## config.mk

```make
export PLATFORM = sky130hd
export DESIGN_NAME = datamem_arbiter_flat
export DESIGN_NICKNAME = d
export VERILOG_FILES = /design/src/rtl/datamem_arbiter_pkg.sv /design/src/rtl/datamem_arbiter_if.sv /design/src/rtl/datamem_rr_pick.sv /design/src/rtl/datamem_arbiter.sv /design/src/flat_wrapper.sv
export SDC_FILE = /design/constraint.sdc
export NUM_CORES = 1
export LEC_CHECK = 0
export BUFFER_PORTS_ARGS = -buffer_cell sky130_fd_sc_hd__buf_2
export CORE_UTILIZATION = 44
export CTS_CLUSTER_SIZE = 24
export DETAILED_ROUTE_END_ITERATION = 12
export HOLD_SLACK_MARGIN = 0.08
export PLACE_DENSITY = 0.88
export SLEW_MARGIN = 5
export SYNTH_ARGS = -nofsm -noshare
export SYNTH_HDL_FRONTEND = slang
export SYNTH_SLANG_ARGS = --single-unit
```

## constraint.sdc

```tcl
create_clock -name CLK -period 4.8 [get_ports CLK]
set_input_delay 0.96 -clock CLK [delete_from_list [all_inputs] [get_ports CLK]]
set_output_delay 0.96 -clock CLK [all_outputs]
set_load 0.03 [all_outputs]
```

## src/rtl/datamem_arbiter_pkg.sv

```systemverilog
// -----------------------------------------------------------------------------
// datamem_arbiter_pkg
// Shared definitions for the data-memory arbiter slice. The core decode and
// the data memory use the same MemStatus encodings.
//   MEM_IDLE / MEM_LOAD / MEM_STORE : MemStatus codes (2'b11 is never driven)
//   arb_state_e                     : arbiter grant state
//   mem_op()                        : MemStatus code for a request's We bit
// -----------------------------------------------------------------------------
package datamem_arbiter_pkg;

  localparam logic [1:0] MEM_IDLE  = 2'b00;
  localparam logic [1:0] MEM_LOAD  = 2'b01;
  localparam logic [1:0] MEM_STORE = 2'b10;

  typedef enum logic [1:0] {
    ST_IDLE = 2'd0,
    ST_GNT0 = 2'd1,
    ST_GNT1 = 2'd2
  } arb_state_e;

  function automatic logic [1:0] mem_op(input logic we);
    return we ? MEM_STORE : MEM_LOAD;
  endfunction

endpackage

```

## src/rtl/datamem_arbiter_if.sv

```systemverilog
// -----------------------------------------------------------------------------
// datamem_arbiter_if
// Bundle of every signal between the two requesters, the arbiter and the
// single-port data memory.
//   Requester side : Req/We/Addr/WData in, Ack/RValid/RData out (ports 0 and 1)
//   Memory side    : MemAddr/MemStatus/MemWData out, MemRData in
// Modports: slave = arbiter view, master = requesters + memory view.
//
// Handshake: a requester raises Reqi with Wei/Addri/WDatai and holds all four
// stable until it sees Acki = 1. Acki is combinational and means the access
// is performed in this cycle; the transfer completes at the posedge ending
// that cycle. A requester may drop Reqi before an ack; nothing is issued.
// For a load, RValidi pulses for exactly the cycle after the ack, with RDatai
// carrying the loaded byte (RDatai then holds until the next load).
// -----------------------------------------------------------------------------
interface datamem_arbiter_if #(
  parameter int W = 8
);
  logic         Req0, Req1;
  logic         We0, We1;
  logic [W-1:0] Addr0, Addr1;
  logic [7:0]   WData0, WData1;
  logic         Ack0, Ack1;
  logic         RValid0, RValid1;
  logic [7:0]   RData0, RData1;
  logic [W-1:0] MemAddr;
  logic [1:0]   MemStatus;
  logic [7:0]   MemWData;
  logic [7:0]   MemRData;

  modport slave (
    input  Req0, Req1, We0, We1, Addr0, Addr1, WData0, WData1, MemRData,
    output Ack0, Ack1, RValid0, RValid1, RData0, RData1,
           MemAddr, MemStatus, MemWData
  );

  modport master (
    output Req0, Req1, We0, We1, Addr0, Addr1, WData0, WData1, MemRData,
    input  Ack0, Ack1, RValid0, RValid1, RData0, RData1,
           MemAddr, MemStatus, MemWData
  );
endinterface

```

## src/rtl/datamem_rr_pick.sv

```systemverilog
// -----------------------------------------------------------------------------
// datamem_rr_pick
// Combinational 2-way round-robin picker.
//   req0_i, req1_i : pending requests
//   last_i         : index of the port served most recently
//   any_o          : at least one request pending
//   win_o          : winning port index (valid when any_o = 1)
// -----------------------------------------------------------------------------
module datamem_rr_pick (
  input  logic req0_i,
  input  logic req1_i,
  input  logic last_i,
  output logic any_o,
  output logic win_o
);

  always_comb begin
    any_o = req0_i | req1_i;
    // On a tie the port that was not served last wins.
    if (req0_i && req1_i) win_o = ~last_i;
    else                  win_o = req1_i;
  end

endmodule

```

## src/rtl/datamem_arbiter.sv

```systemverilog
// -----------------------------------------------------------------------------
// datamem_arbiter
// Shares the single-port 8-bit data memory between the core load/store path
// (port 0) and the loader/debug engine (port 1). Registered round-robin grant
// with a bounded burst per grant and registered load-data return.
//   CLK         : clock, rising edge
//   Reset       : asynchronous, active-high reset
//   bus         : datamem_arbiter_if.slave (requester and memory signals)
//   dbg_state_o : current grant state, for observation only
// Parameters: W (memory address width), MAX_BURST (accesses per grant while
// the other port waits, >= 1).
// -----------------------------------------------------------------------------
module datamem_arbiter
  import datamem_arbiter_pkg::*;
#(
  parameter int W         = 8,
  parameter int MAX_BURST = 4
) (
  input  logic                CLK,
  input  logic                Reset,
  datamem_arbiter_if.slave    bus,
  output arb_state_e          dbg_state_o
);

  localparam int            CW       = (MAX_BURST > 1) ? $clog2(MAX_BURST) : 1;
  localparam logic [CW-1:0] CNT_LAST = CW'(MAX_BURST - 1);

  arb_state_e    state_q, state_d;
  logic [CW-1:0] cnt_q, cnt_d;
  logic          last_q, last_d;

  logic          rvalid0_q, rvalid1_q;
  logic [7:0]    rdata0_q, rdata1_q;

  logic          any_req, win;
  logic          own_id, own_req, oth_req;
  arb_state_e    oth_st;
  logic          ack0, ack1;

  datamem_rr_pick u_pick (
    .req0_i (bus.Req0),
    .req1_i (bus.Req1),
    .last_i (last_q),
    .any_o  (any_req),
    .win_o  (win)
  );

  // State register
  always_ff @(posedge CLK or posedge Reset) begin
    if (Reset) begin
      state_q <= ST_IDLE;
      cnt_q   <= '0;
      last_q  <= 1'b1;
    end else begin
      state_q <= state_d;
      cnt_q   <= cnt_d;
      last_q  <= last_d;
    end
  end

  // Next-state logic
  always_comb begin
    state_d = state_q;
    cnt_d   = cnt_q;
    last_d  = last_q;
    own_id  = (state_q == ST_GNT1);
    own_req = own_id ? bus.Req1 : bus.Req0;
    oth_req = own_id ? bus.Req0 : bus.Req1;
    oth_st  = own_id ? ST_GNT0 : ST_GNT1;
    case (state_q)
      ST_IDLE: begin
        if (any_req) begin
          state_d = win ? ST_GNT1 : ST_GNT0;
          cnt_d   = '0;
        end
      end
      ST_GNT0, ST_GNT1: begin
        if (own_req) begin
          if (oth_req && (cnt_q == CNT_LAST)) begin
            // Burst exhausted with the other port waiting: hand over with no bubble.
            state_d = oth_st;
            cnt_d   = '0;
            last_d  = own_id;
          end else if (cnt_q != CNT_LAST) begin
            // Counts acked accesses; saturates while uncontended.
            cnt_d = CW'(cnt_q + 1'b1);
          end
        end else begin
          state_d = oth_req ? oth_st : ST_IDLE;
          cnt_d   = '0;
          last_d  = own_id;
        end
      end
      default: begin
        state_d = ST_IDLE;
        cnt_d   = '0;
      end
    endcase
  end

  // Output logic. Reset gates the memory strobe directly so that no store can
  // be issued while Reset is high, independent of the state register.
  always_comb begin
    ack0          = !Reset && (state_q == ST_GNT0) && bus.Req0;
    ack1          = !Reset && (state_q == ST_GNT1) && bus.Req1;
    bus.MemStatus = MEM_IDLE;
    bus.MemAddr   = '0;
    bus.MemWData  = '0;
    if (ack0) begin
      bus.MemStatus = mem_op(bus.We0);
      bus.MemAddr   = bus.Addr0;
      bus.MemWData  = bus.WData0;
    end else if (ack1) begin
      bus.MemStatus = mem_op(bus.We1);
      bus.MemAddr   = bus.Addr1;
      bus.MemWData  = bus.WData1;
    end
    bus.Ack0    = ack0;
    bus.Ack1    = ack1;
    bus.RValid0 = rvalid0_q;
    bus.RValid1 = rvalid1_q;
    bus.RData0  = rdata0_q;
    bus.RData1  = rdata1_q;
    dbg_state_o = state_q;
  end

  // Load return: capture MemRData at the posedge ending a load ack cycle.
  always_ff @(posedge CLK or posedge Reset) begin
    if (Reset) begin
      rvalid0_q <= 1'b0;
      rvalid1_q <= 1'b0;
      rdata0_q  <= '0;
      rdata1_q  <= '0;
    end else begin
      rvalid0_q <= ack0 && !bus.We0;
      rvalid1_q <= ack1 && !bus.We1;
      if (ack0 && !bus.We0) rdata0_q <= bus.MemRData;
      if (ack1 && !bus.We1) rdata1_q <= bus.MemRData;
    end
  end

endmodule

```

## src/flat_wrapper.sv

```systemverilog
// flat-port wrapper written by rule: the top's interface ports become plain ports
module datamem_arbiter_flat import datamem_arbiter_pkg::*;
#(
  parameter int W         = 8,
  parameter int MAX_BURST = 4
)
  (CLK, Reset, dbg_state_o, bus_Req0, bus_Req1, bus_We0, bus_We1, bus_Addr0, bus_Addr1, bus_WData0, bus_WData1, bus_MemRData, bus_Ack0, bus_Ack1, bus_RValid0, bus_RValid1, bus_RData0, bus_RData1, bus_MemAddr, bus_MemStatus, bus_MemWData);
  datamem_arbiter_if #(.W(W)) bus_i ();
  input  logic CLK;
  input  logic Reset;
  output arb_state_e dbg_state_o;
  input wire logic [$bits(bus_i.Req0)-1:0] bus_Req0;
  input wire logic [$bits(bus_i.Req1)-1:0] bus_Req1;
  input wire logic [$bits(bus_i.We0)-1:0] bus_We0;
  input wire logic [$bits(bus_i.We1)-1:0] bus_We1;
  input wire logic [$bits(bus_i.Addr0)-1:0] bus_Addr0;
  input wire logic [$bits(bus_i.Addr1)-1:0] bus_Addr1;
  input wire logic [$bits(bus_i.WData0)-1:0] bus_WData0;
  input wire logic [$bits(bus_i.WData1)-1:0] bus_WData1;
  input wire logic [$bits(bus_i.MemRData)-1:0] bus_MemRData;
  output wire logic [$bits(bus_i.Ack0)-1:0] bus_Ack0;
  output wire logic [$bits(bus_i.Ack1)-1:0] bus_Ack1;
  output wire logic [$bits(bus_i.RValid0)-1:0] bus_RValid0;
  output wire logic [$bits(bus_i.RValid1)-1:0] bus_RValid1;
  output wire logic [$bits(bus_i.RData0)-1:0] bus_RData0;
  output wire logic [$bits(bus_i.RData1)-1:0] bus_RData1;
  output wire logic [$bits(bus_i.MemAddr)-1:0] bus_MemAddr;
  output wire logic [$bits(bus_i.MemStatus)-1:0] bus_MemStatus;
  output wire logic [$bits(bus_i.MemWData)-1:0] bus_MemWData;
  assign bus_i.Req0 = bus_Req0;
  assign bus_i.Req1 = bus_Req1;
  assign bus_i.We0 = bus_We0;
  assign bus_i.We1 = bus_We1;
  assign bus_i.Addr0 = bus_Addr0;
  assign bus_i.Addr1 = bus_Addr1;
  assign bus_i.WData0 = bus_WData0;
  assign bus_i.WData1 = bus_WData1;
  assign bus_i.MemRData = bus_MemRData;
  assign bus_Ack0 = bus_i.Ack0;
  assign bus_Ack1 = bus_i.Ack1;
  assign bus_RValid0 = bus_i.RValid0;
  assign bus_RValid1 = bus_i.RValid1;
  assign bus_RData0 = bus_i.RData0;
  assign bus_RData1 = bus_i.RData1;
  assign bus_MemAddr = bus_i.MemAddr;
  assign bus_MemStatus = bus_i.MemStatus;
  assign bus_MemWData = bus_i.MemWData;
  datamem_arbiter #(.W(W), .MAX_BURST(MAX_BURST)) u_core (.CLK(CLK), .Reset(Reset), .bus(bus_i), .dbg_state_o(dbg_state_o));
endmodule
```

Word-level counts from Yosys, hierarchy flattened
Index checks and enable logic that the tools add are counted.

storage, ports and cells
  flip-flop bits (word level) = 23
  word-level logic and storage cells = 59

operators by class
  add/subtract/negate cells = 1
  eq/ne operators = 8
  mux-type cells = 25
  bitwise gates (word level) = 2
  reductions and logical operators = 16

operators with widths
  kind                 count
  $mux 8               4
  $mux 2               14
  $logic_and 1x1->1    8
  $pmux 2 s2           2
  $reduce_and 2->1     3
  $mux 1               5
  $eq 2x2->1 const B   2
  $ne 2x2->1 const B   2
  $ne 4x4->1 const B   1
  $logic_not 1->1      3
  $ne 3x3->1 const B   1
  $add 2x1->2 const B  1
  $eq 2x1->1 const B   1
  $logic_not 2->1      1
  $ne 2x1->1 const B   1
  $reduce_or 2->1      1
  $not 1->1            1
  $or 1x1->1           1

Depth between registers and ports, before layout
Gate-level depths: netlist of run 1.

  depth in word-level cells = 6
  depth in mapped cells = 7

Cells and area by module
Synthesis of run 1 repeated with hierarchy kept, for this count alone.

second synthesis, totals
  cell total of the unflattened synthesis = 109
  area, all modules = 1312.5 sq um

by module, submodules not included
  module           instances  cells each  area an instance (sq um)  sequential area each (sq um)
  datamem_arbiter  1          107         1298.7                    576.8
  datamem_rr_pick  1          2           13.8                      0.0

Least setup slack after synthesis of run 1
Ideal clock, no wire load.

  path kind = input port to output port
  start point = input Reset
  end point = output bus_MemAddr[4]
  arrival = 2524 ps
  data required time = 3840 ps
  setup slack = 1316 ps
  stages = 5
  cell sequence = inv_1 -> nand3_1 -> nor2_4 -> buf_4 -> a22o_1

on the way
  longest elaborated chain between the ends = 5

ends and longest elaborated chain
  item                            line                    RTL
  from (decl)                     flat_wrapper.sv:10      input logic Reset;
  $logic_not 1->1 (no line) *     --
  $logic_and 1x1->1 (2 in a row)  datamem_arbiter.sv:105  ack1 = !Reset && (state_q == ST_GNT1) && bus.Req1;
  $mux 8                          datamem_arbiter.sv:113  end else if (ack1) begin
  $mux 8 *                        datamem_arbiter.sv:109  if (ack0) begin
  to (decl)                       flat_wrapper.sv:27      output wire logic [$bits(bus_i.MemAddr)-1:0] bus_MemAddr;

Mark *: on every way between the ends. The rest lies on a longest branch, timed or not.

Worst setup path in the final report of run 1
  start point = input Reset
  end point = output bus_MemWData[7]

on the way
  longest elaborated chain between the ends = 5

ends and longest elaborated chain
  item                            line                    RTL
  $logic_not 1->1 (no line) *     --
  $logic_and 1x1->1 (2 in a row)  datamem_arbiter.sv:105
  $mux 8                          datamem_arbiter.sv:113
  $mux 8 *                        datamem_arbiter.sv:109
  to (decl)                       flat_wrapper.sv:29      output wire logic [$bits(bus_i.MemWData)-1:0] bus_MemWData;

Marks and branches as above.

==> impl_metrics.env, run 1 <==
export IMPL_core_area_um2=2730
export IMPL_insertion_delay_ps=300
export IMPL_clk_pin_slew_ps=120
export IMPL_synth_edf_count=0
export IMPL_slew_headroom_pct=63.7
export IMPL_wl_per_cell_um=13.1
export IMPL_layout_cells_non_filler=221
export IMPL_clock_fmax_mhz=291
export IMPL_cts_root_buf="clkbuf_4"
export IMPL_antennaDiodeCount=0
export IMPL_die_y_um=55.6
export IMPL_grt_use_met2_pct=35.1
export IMPL_ctsResizeCount=0
export IMPL_area_growth_pct=38.5
export IMPL_finalWeightedCongestion=0.785
export IMPL_dp_hpwl_mm=2.29
export IMPL_viasPerCell=5.22
export IMPL_fin_crit_ps=3440
export IMPL_synthAdderAreaFrac_pct=5.94
export IMPL_synth_common_cells="dfrtp_1 (22), mux2_2 (18), a22o_1 (17)"
export IMPL_avgSynthCellArea_um2=12.4
export IMPL_timing_final_setup_violations=0
export IMPL_fin_area_um2=1750
export IMPL_maxCapViolCount=0
export IMPL_seq_area_um2=577
export IMPL_h_tree_depth=1
export IMPL_grt_max_degree=25
export IMPL_first_pass_iters=4
export IMPL_synth_xor_area_share_pct=0
export IMPL_cts_tree="done"
export IMPL_grt_pass1_vias=1084
export IMPL_nNetsFinal=243
export IMPL_cellPowerDensity_nw_per_um2=560
export IMPL_row_count=19
export IMPL_synth_compound_area_share_pct=17.9
export IMPL_io_pins=86
export IMPL_synthTopCellsByArea="dfrtp_1 (44%), mux2_2 (16%), a22o_1 (12%)"
export IMPL_place_area_um2=1720
export IMPL_postCtsSetupBuffers=0
export IMPL_status="finished clean"
export IMPL_grt_overflow=0
export IMPL_grt_busiest_layer="met2"
export IMPL_irDropWorstVdd_uv=373
export IMPL_synth_top_family_by_area="multiplexers"
export IMPL_drive_above_1_share_pct=61.1
export IMPL_postRouteAntennaNets=0
export IMPL_dp_cells=217
export IMPL_port_buffer_count=85
export IMPL_vias=1154
export IMPL_drt_iter0_markers=33
export IMPL_worst_slew_pin_slew_ps=542
export IMPL_yosysMostFrequentCell="dfrtp_1"
export IMPL_antenna_found_initial=0
export IMPL_grtUsageMet3_pct=2.79
export IMPL_drc_errors=0
export IMPL_synth_nets=154
export IMPL_ys_ff_latch=23
export IMPL_synth_mux_area_share_pct=18.5
export IMPL_slew_viol_final=0
export IMPL_ys_seq_area_share_pct=45.6
export IMPL_hold_viol_final=0
export IMPL_endpoint_kind="primary output"
export IMPL_yosysWarnings=0
export IMPL_wl_mm=2.89
export IMPL_cp_arrival_ps=2480
export IMPL_critPathMaxFanout=24
export IMPL_cts_buffer_depth=2
export IMPL_worstPathRequired_ps=3840
export IMPL_post_route_period_util_pct=71.6
export IMPL_final_setup_tns_ps=0
export IMPL_crit_path_start_kind="input pin"
export IMPL_grt_pass1_wl_mm=4.66
export IMPL_synth_top_area_share_pct=43.6
export IMPL_cts_sinks=23
export IMPL_synthCells=102
export IMPL_grt_setup_unrepaired="no"
export IMPL_worstHoldPathType="reg -> reg"
export IMPL_use_met1_pct=21.8
export IMPL_p_leak_nw=0.980
export IMPL_start_util_pct=46.2
export IMPL_yosys_area_share_simple_pct=9.50
export IMPL_path_class="in -> out"
export IMPL_async_flop_share_pct=100
export IMPL_nFillCells=228
export IMPL_multi_input_area_um2=656
export IMPL_synthFlopType="dfrtp_1"
export IMPL_synth_cell_area_um2=1260
export IMPL_die_area_um2=3090
export IMPL_skew_ps=5.34
export IMPL_hold_buffers=0
export IMPL_numCtsBuffers=3
export IMPL_ys_types=27
export IMPL_grt_usage_pct=19.1
export IMPL_synth_top_cell_by_area="dfrtp_1"
export IMPL_die_x_um=55.6
[final timing paths]
check	start	endpoint	slack, ps	cells past startpoint
setup / recovery	Reset	bus_MemWData[7]	1360	7
hold / removal	u_core.cnt_q[1]$_DFFE_PP0P_	u_core.cnt_q[1]$_DFFE_PP0P_	520	1
min in group asynchronous	Reset	u_core.cnt_q[0]$_DFFE_PP0P_	720	3
max in group asynchronous	Reset	u_core.last_q$_DFFE_PP1P_	3790	3
hold reg to reg	u_core.cnt_q[1]$_DFFE_PP0P_	u_core.cnt_q[1]$_DFFE_PP0P_	520	1
setup reg to reg	u_core.dbg_state_o[0]$_DFFE_PP0P_	u_core.dbg_state_o[1]$_DFFE_PP0P_	2840	6
[layout make-up]
class,count,share of cell area (%)
Multi-Input combinational cell,72,37.5
Clock inverter,1,0.286
Clock buffer,3,1.29
Tap cell,31,2.22
Inverter,5,1.07
Sequential cell,23,33.0
Timing Repair Buffer,86,24.7
[metrics by stage]
| stage | total power, mW | hold slack (ps) | util (%) | worst slack (ps) |
|---|---|---|---|---|
| floorplan | 0.745 | 470 | - | 1320 |
| global placement | 0.890 | 487 | 63.0 | 1400 |
| detailed placement | 0.904 | 491 | 63.0 | 1300 |
| CTS | 0.992 | 521 | 64.0 | 1310 |
| global route | 1.05 | 541 | 64.0 | 1170 |
| finish | 0.980 | 517 | 64.0 | 1360 |
[sequential cells by signal, summed over array words and instances (netlist names)]
name	flops
u_core.bus.RValid1	1
u_core.bus.RValid0	1
u_core.last_q	1
u_core.cnt_q	2
u_core.dbg_state_o	2
u_core.bus.RData0	8
u_core.bus.RData1	8
[cell families (layout without fill, tap and decap cells)]
logic type,after synthesis,count (layout)
simple gates,17,17
mux,21,21
fa+ha+maj,6,6
flops,23,23
buf+inv,7,95
compound gates,28,28
[routing by layer]
metal  vias up  part of all wire (%)
met4         0                   1.5
met5         -                     0
met1       538                    39
met2        56                    51
li1        554                     -
met3         6                   8.3
[cells in the final DEF (no fill, tap or decap), drive strengths merged]
master | synthesis | final
nor3 | 3 | 3
a21boi | 2 | 2
o21bai | 1 | 1
o22ai | 1 | 1
dfrtp | 22 | 22
a32o | 1 | 1
nand2 | 5 | 5
buf | 2 | 86
clkbuf | 0 | 3
mux2i | 2 | 2
mux2 | 19 | 19
nor2b | 2 | 2
inv | 5 | 5
nand3 | 1 | 1
dfstp | 1 | 1
and2 | 1 | 1
a21o | 2 | 2
a22o | 17 | 17
nor2 | 3 | 3
ha | 6 | 6
clkinv | 0 | 1
a21oi | 3 | 3
nand2b | 2 | 2
o21ai | 1 | 1
[where the power goes]
group,switching [mW],internal (mW),leakage (nW)
clock network,0.0549,0.0311,0.0177
registers,0.0475,0.280,0.287
logic,0.351,0.216,0.675
total,0.453,0.527,0.980
[worst max-delay path: stages]
cell,delay [ps]
buf_2,140
inv_1,50
buf_4,280
nand3_1,270
nor2_4,370
a22o_1,210
buf_2,200
(Power assumes the default switching activity.)
==> run 2, diff against run 1 <==
--- a/config.mk
+++ b/config.mk
@@ -5,12 +5,13 @@
 export SDC_FILE = /design/constraint.sdc
 export NUM_CORES = 1
 export LEC_CHECK = 0
+export ABC_AREA = 1
 export BUFFER_PORTS_ARGS = -buffer_cell sky130_fd_sc_hd__buf_2
-export CORE_UTILIZATION = 44
+export CORE_UTILIZATION = 38
 export CTS_CLUSTER_SIZE = 24
 export DETAILED_ROUTE_END_ITERATION = 12
 export HOLD_SLACK_MARGIN = 0.08
-export PLACE_DENSITY = 0.88
+export PLACE_DENSITY = 0.79
 export SLEW_MARGIN = 5
 export SYNTH_ARGS = -nofsm -noshare
 export SYNTH_HDL_FRONTEND = slang
==> constraint.sdc (replaced) <==
create_clock -name CLK -period 3 [get_ports CLK]
set_input_delay 0.6 -clock CLK [delete_from_list [all_inputs] [get_ports CLK]]
set_output_delay 0.6 -clock CLK [all_outputs]
set_load 0.03 [all_outputs]
==> impl_metrics.env, run 2 <==
export IMPL_p_leak_nw=1.18
export IMPL_maxCapViolCount=0
export IMPL_start_util_pct=40.5
export IMPL_rrSetupSlack_ps=1110
export IMPL_yosysWarnings=0
export IMPL_row_count=21
export IMPL_cts_root_buf="clkbuf_4"
export IMPL_synth_cell_area_um2=1390
export IMPL_status="finished clean"
export IMPL_cp_slowest_stage_delay_ps=460
export IMPL_ys_seq_area_share_pct=41.6
export IMPL_async_flop_share_pct=100
export IMPL_synth_common_cells="nand2_1 (79), dfrtp_1 (22), inv_1 (19), nand3_1 (19), o21ai_0 (10)"
export IMPL_antennaDiodeCount=0
export IMPL_power_total_mw=1.53
export IMPL_grt_pass1_wl_mm=5.66
export IMPL_clock_fmax_mhz=361
export IMPL_cp_slowest_cell="dfrtp_1"
export IMPL_io_pins=86
export IMPL_endpoint_kind="primary output"
export IMPL_cts_tree="done"
export IMPL_finalWeightedCongestion=0.770
export IMPL_p_int_mw=0.765
export IMPL_r2r_end="u_core.bus.RData0[2]$_DFFE_PP0P_"
export IMPL_worstHoldPathType="in -> async"
export IMPL_die_y_um=62.4
export IMPL_timing_final_setup_violations=0
export IMPL_seqPwrFrac_pct=33.6
export IMPL_synthFlopType="dfrtp_1"
export IMPL_synth_top_cell_by_area="dfrtp_1"
export IMPL_port_buffer_count=85
export IMPL_slew_headroom_pct=71.2
export IMPL_p_sw_share_pct=50.0
export IMPL_ys_types=23
export IMPL_synth_edf_count=0
export IMPL_drc_errors=0
export IMPL_cp_common_cell="inv_1"
export IMPL_synthCells=189
export IMPL_viasPerCell=4.60
export IMPL_crit_start="u_core.dbg_state_o[1]$_DFFE_PP0P_"
export IMPL_post_route_period_util_pct=92.4
export IMPL_avgSynthCellArea_um2=7.33
export IMPL_postRouteAntennaNets=0
export IMPL_p_clk_share_pct=8.9
export IMPL_irDropWorstVdd_uv=578
export IMPL_slew_viol_final=0
export IMPL_numCtsBuffers=3
export IMPL_drive_above_1_share_pct=39.4
export IMPL_holdWs_ps=400
export IMPL_hold_viol_final=0
export IMPL_insertion_delay_ps=300
export IMPL_critPathBufInv=3
export IMPL_endpoint="bus_MemStatus[0]"
export IMPL_vias=1487
export IMPL_r2r_start="u_core.dbg_state_o[1]$_DFFE_PP0P_"
export IMPL_worstPathRequired_ps=2400
export IMPL_p_sw_mw=0.765
export IMPL_path_class="reg -> out"
export IMPL_wl_per_cell_um=10.3
export IMPL_worst_slew_pin_slew_ps=431
export IMPL_cellPowerDensity_nw_per_um2=807
export IMPL_nNetsFinal=330
export IMPL_grt_pass1_vias=1300
export IMPL_grt_setup_unrepaired="no"
export IMPL_grt_max_degree=24
export IMPL_final_setup_tns_ps=0
export IMPL_area_growth_pct=36.9
export IMPL_ys_ff_latch=23
export IMPL_worst_r2r_path_depth=6
export IMPL_final_cell_mix="buf_2 (85), nand2_1 (79), dfrtp_1 (22)"
export IMPL_antenna_found_initial=0
export IMPL_crit_path_start_kind="flip-flop"
export IMPL_final_common_cell="buf_2"
export IMPL_core_area_um2=3420
export IMPL_cp_arrival_ps=2170
export IMPL_skew_ps=5.15
export IMPL_h_tree_depth=1
export IMPL_fin_crit_ps=2770
export IMPL_synth_nets=241
export IMPL_clk_pin_slew_ps=120
export IMPL_grt_usage_pct=17.7
export IMPL_first_pass_iters=4
export IMPL_drt_iter0_markers=101
export IMPL_synth_top_area_share_pct=39.7
export IMPL_wl_mm=3.34
export IMPL_synthTopCellsByArea="dfrtp_1 (40%), nand2_1 (21%), nand3_1 (6.9%)"
export IMPL_pre_cts_ws_ps=385
export IMPL_yosysMostFrequentCell="nand2_1"
export IMPL_dp_hpwl_mm=2.66
export IMPL_cts_buffer_depth=2
export IMPL_p_comb_share_pct=57.6
export IMPL_setup_ws_ps=229
export IMPL_die_x_um=62.4
export IMPL_die_area_um2=3890
export IMPL_crit_cells=7
export IMPL_path_cells="inv_1 -> ha_1 -> nand3_2 -> nor2_2 -> inv_1 -> o21ai_2 -> buf_2"
export IMPL_cts_sinks=23
export IMPL_grt_overflow=0
export IMPL_critPathMaxFanout=19
export IMPL_cpLargestDelayFamily="simple AND/OR/NAND/NOR gates"
## run 2: worst min path at each step
stage	endpoint	slack [ps]
floorplan	u_core.cnt_q[1]$_DFFE_PP0P_	450
global placement	u_core.bus.RData1[5]$_DFFE_PP0P_	460
detailed placement	u_core.bus.RData1[2]$_DFFE_PP0P_	460
CTS	u_core.cnt_q[0]$_DFFE_PP0P_	390
global route	u_core.bus.RValid1$_DFF_PP0_	420
finish	u_core.cnt_q[1]$_DFFE_PP0P_	400
## run 2: final cells by class
class	instances	area, um2
multi-input cells	139	689
inverters	21	82.6
fillers	345	1520
clock buffers	4	26.3
repair buffers	90	463
flip-flops and latches	23	577
well taps	46	57.6
## run 2: metal layers
metal	up-vias	share of wire, %	track usage [%]	routed length (um)
met5	-	0	0	0
met1	663	44	23.0	1460
met4	0	1.0	4.36	34
li1	769	-	-	-
met3	4	5.5	2.92	184
met2	51	50	30.8	1660
## run 2: tightest hold or removal path: cells and delay by family
kind | cells | cell delay [ps]
buf+inv | 3 | 500
## run 2: kinds of logic (layout without fill, tap and decap cells)
logic type / count (synthesis) / count (layout) / share of synthesized area, %
fa+ha+maj: 6 / 6 / 5.42
buf+inv: 27 / 115 / 8.58
flops: 23 / 23 / 41.6
compound gates: 24 / 24 / 11.1
simple gates: 109 / 109 / 33.2
## run 2: through the flow
step                      cells  util (%)  cell area, um2
final                       323      55.5            1900
after global placement      317      54.2            1850
after detailed placement    317      54.2            1850
after floorplan             189         -            1390
after CTS                   321      54.9            1880
after global routing        323      55.5            1900
## run 2: power groups by stage
stage	clock network [mW]	registers [mW]	logic, mW
4_1_cts	0.147	0.515	0.882
3_3_place_gp	0	0.518	0.868
3_5_place_dp	0	0.518	0.883
2_1_floorplan	0	0.735	0.414
5_1_grt	0.156	0.532	0.968
6_report	0.135	0.514	0.880
## run 2: timing repair
action | 4_1_cts | 5_1_grt
endpoints found under the setup margin | 0 | 18
hold buffers | 0 | 0
gates resized for setup | 0 | 1
buffers inserted | 0 | 2
==> run 3, diff against run 2 <==
==> constraint.sdc (replaced) <==
create_clock -name CLK -period 3 [get_ports CLK]
set_input_delay 0.15 -clock CLK [delete_from_list [all_inputs] [get_ports CLK]]
set_output_delay 0.15 -clock CLK [all_outputs]
set_load 0.03 [all_outputs]
==> impl_metrics.env, run 3 (synthesis results as in run 2) <==
export IMPL_crit_cells=8
export IMPL_wl_per_cell_um=11.2
export IMPL_cts_buffer_depth=2
export IMPL_crit_path_start_kind="flip-flop"
export IMPL_dp_cells=315
export IMPL_m1WireLength_mm=1.62
export IMPL_antenna_found_initial=0
export IMPL_start_util_pct=40.5
export IMPL_path_cells="inv_1 -> ha_1 -> nand2_2 -> nor2_4 -> inv_2 -> or2_1 -> o21ai_2 -> buf_2"
export IMPL_cts_tree="done"
export IMPL_wl_mm=3.68
export IMPL_final_common_cell="buf_2"
export IMPL_irDropWorstVdd_uv=523
export IMPL_io_pins=86
export IMPL_hold_depth=3
export IMPL_worst_r2r_path_depth=8
export IMPL_slew_viol_final=0
export IMPL_core_area_um2=3420
export IMPL_port_buffer_count=85
export IMPL_nFillCells=328
export IMPL_maxCapViolCount=0
export IMPL_cellPowerDensity_nw_per_um2=801
export IMPL_die_y_um=62.4
export IMPL_critPathBufInv=3
export IMPL_grt_usage_pct=19.6
export IMPL_cp_slowest_cell="or2_1"
export IMPL_nNetsFinal=335
export IMPL_layout_cells_non_filler=328
export IMPL_post_route_period_util_pct=87.5
export IMPL_drt_iter0_markers=97
export IMPL_cp_arrival_ps=2470
export IMPL_dr_wl_met3_um=169
export IMPL_finalWeightedCongestion=0.935
export IMPL_grt_max_degree=24
export IMPL_top_layer="met4"
export IMPL_insertion_delay_ps=320
export IMPL_row_count=21
export IMPL_wl_met2_mm=1.87
export IMPL_h_tree_depth=1
export IMPL_vias=1522
export IMPL_worstPathRequired_ps=2850
export IMPL_p_leak_nw=1.20
export IMPL_cp_slowest_stage_delay_ps=470
export IMPL_final_setup_tns_ps=0
export IMPL_die_area_um2=3890
export IMPL_ctsResizeCount=0
export IMPL_path_class="reg -> out"
export IMPL_dp_hpwl_mm=2.81
export IMPL_timing_final_setup_violations=0
export IMPL_clk_pin_slew_ps=140
export IMPL_die_x_um=62.4
export IMPL_fin_crit_ps=2620
export IMPL_hold_viol_final=0
export IMPL_viasPerCell=4.64
export IMPL_worstHoldPathType="in -> reg"
export IMPL_worst_slew_pin_slew_ps=722
export IMPL_endpoint_kind="primary output"
export IMPL_drc_errors=0
export IMPL_area_growth_pct=41.2
export IMPL_critPathMaxFanout=19
export IMPL_antennaDiodeCount=0
export IMPL_grt_pass1_wl_mm=6.21
export IMPL_slew_headroom_pct=51.9
export IMPL_grt_pass1_vias=1484
export IMPL_final_cell_mix="buf_2 (85), nand2_1 (79), dfrtp_1 (22)"
export IMPL_drive_above_1_share_pct=37.2
export IMPL_clock_fmax_mhz=381
export IMPL_cpLargestDelayFamily="simple AND/OR/NAND/NOR gates"
export IMPL_grt_overflow=0
export IMPL_cts_sinks=23
export IMPL_cts_root_buf="clkbuf_4"
export IMPL_numCtsBuffers=3
export IMPL_first_pass_iters=4
export IMPL_skew_ps=2.21
export IMPL_postRouteAntennaNets=0
export IMPL_grt_setup_unrepaired="no"
export IMPL_status="finished clean"
[run 3: cell types whose count changed in the layout (fill, tap and decap cells not counted), sizes merged]
| cell | delta |
|---|---|
| clkbuf | -1 |
| dlygate4sd3 | +9 |
| buf | -4 |
| clkinv | +1 |
[run 3: stage by stage]
| stage | utilization [%] | instance area, um2 | power [mW] | hold WS, ps | setup slack [ps] |
|---|---|---|---|---|---|
| after floorplan | - | 1390 | 1.15 | 167 | 869 |
| after global routing | 57.3 | 1960 | 1.68 | 87.1 | 192 |
| final | 57.3 | 1960 | 1.57 | 109 | 376 |
| after global placement | 53.7 | 1840 | 1.38 | 286 | 808 |
| after detailed placement | 53.7 | 1840 | 1.41 | 298 | 753 |
| after CTS | 57.3 | 1960 | 1.57 | 102 | 362 |
[run 3: cell type report]
type | count | area, um2 | area share, %
Clock buffer | 3 | 22.5 | 1.15
Clock inverter | 1 | 7.51 | 0.384
Inverter | 21 | 78.8 | 4.03
Multi-Input combinational cell | 139 | 689 | 35.3
Sequential cell | 23 | 577 | 29.5
Tap cell | 46 | 57.6 | 2.94
Timing Repair Buffer | 95 | 523 | 26.7
[run 3: tightest hold or removal path, stage by stage]
cell	delay (ps)
buf_2	100
inv_1	90
o21ai_2	70
[run 3: where the power goes]
part | internal [mW] | switching (mW) | total (mW)
clock network | 0.0510 | 0.105 | 0.156
registers | 0.436 | 0.0770 | 0.513
logic | 0.278 | 0.619 | 0.897
total | 0.764 | 0.801 | 1.57
[run 3: repair_timing]
action                                 CTS  global route
hold buffers                             9             0
endpoints found under the hold margin   30             0
setup buffers                            0             0
setup endpoints to repair                0             0
[run 3: path summary, 6_finish.rpt]
kind | start | end | slack (ps)
max in group asynchronous | Reset | u_core.last_q$_DFFE_PP1P_ | 2250
min in group asynchronous | Reset | u_core.bus.RValid0$_DFF_PP0_ | 470
setup / recovery | u_core.dbg_state_o[0]$_DFFE_PP0P_ | bus_MemStatus[0] | 380
setup reg to reg | u_core.dbg_state_o[0]$_DFFE_PP0P_ | u_core.bus.RData1[5]$_DFFE_PP0P_ | 910
hold / removal | bus_MemRData[5] | u_core.bus.RData1[5]$_DFFE_PP0P_ | 110
hold reg to reg | u_core.last_q$_DFFE_PP1P_ | u_core.last_q$_DFFE_PP1P_ | 500
[run 3: routing by layer]
metal / vias up / global-route usage [%]
li1: 779 / -
met1: 694 / 22.5
met2: 45 / 36.8
met3: 4 / 4.74
met4: 0 / 3.49
met5: - / 0
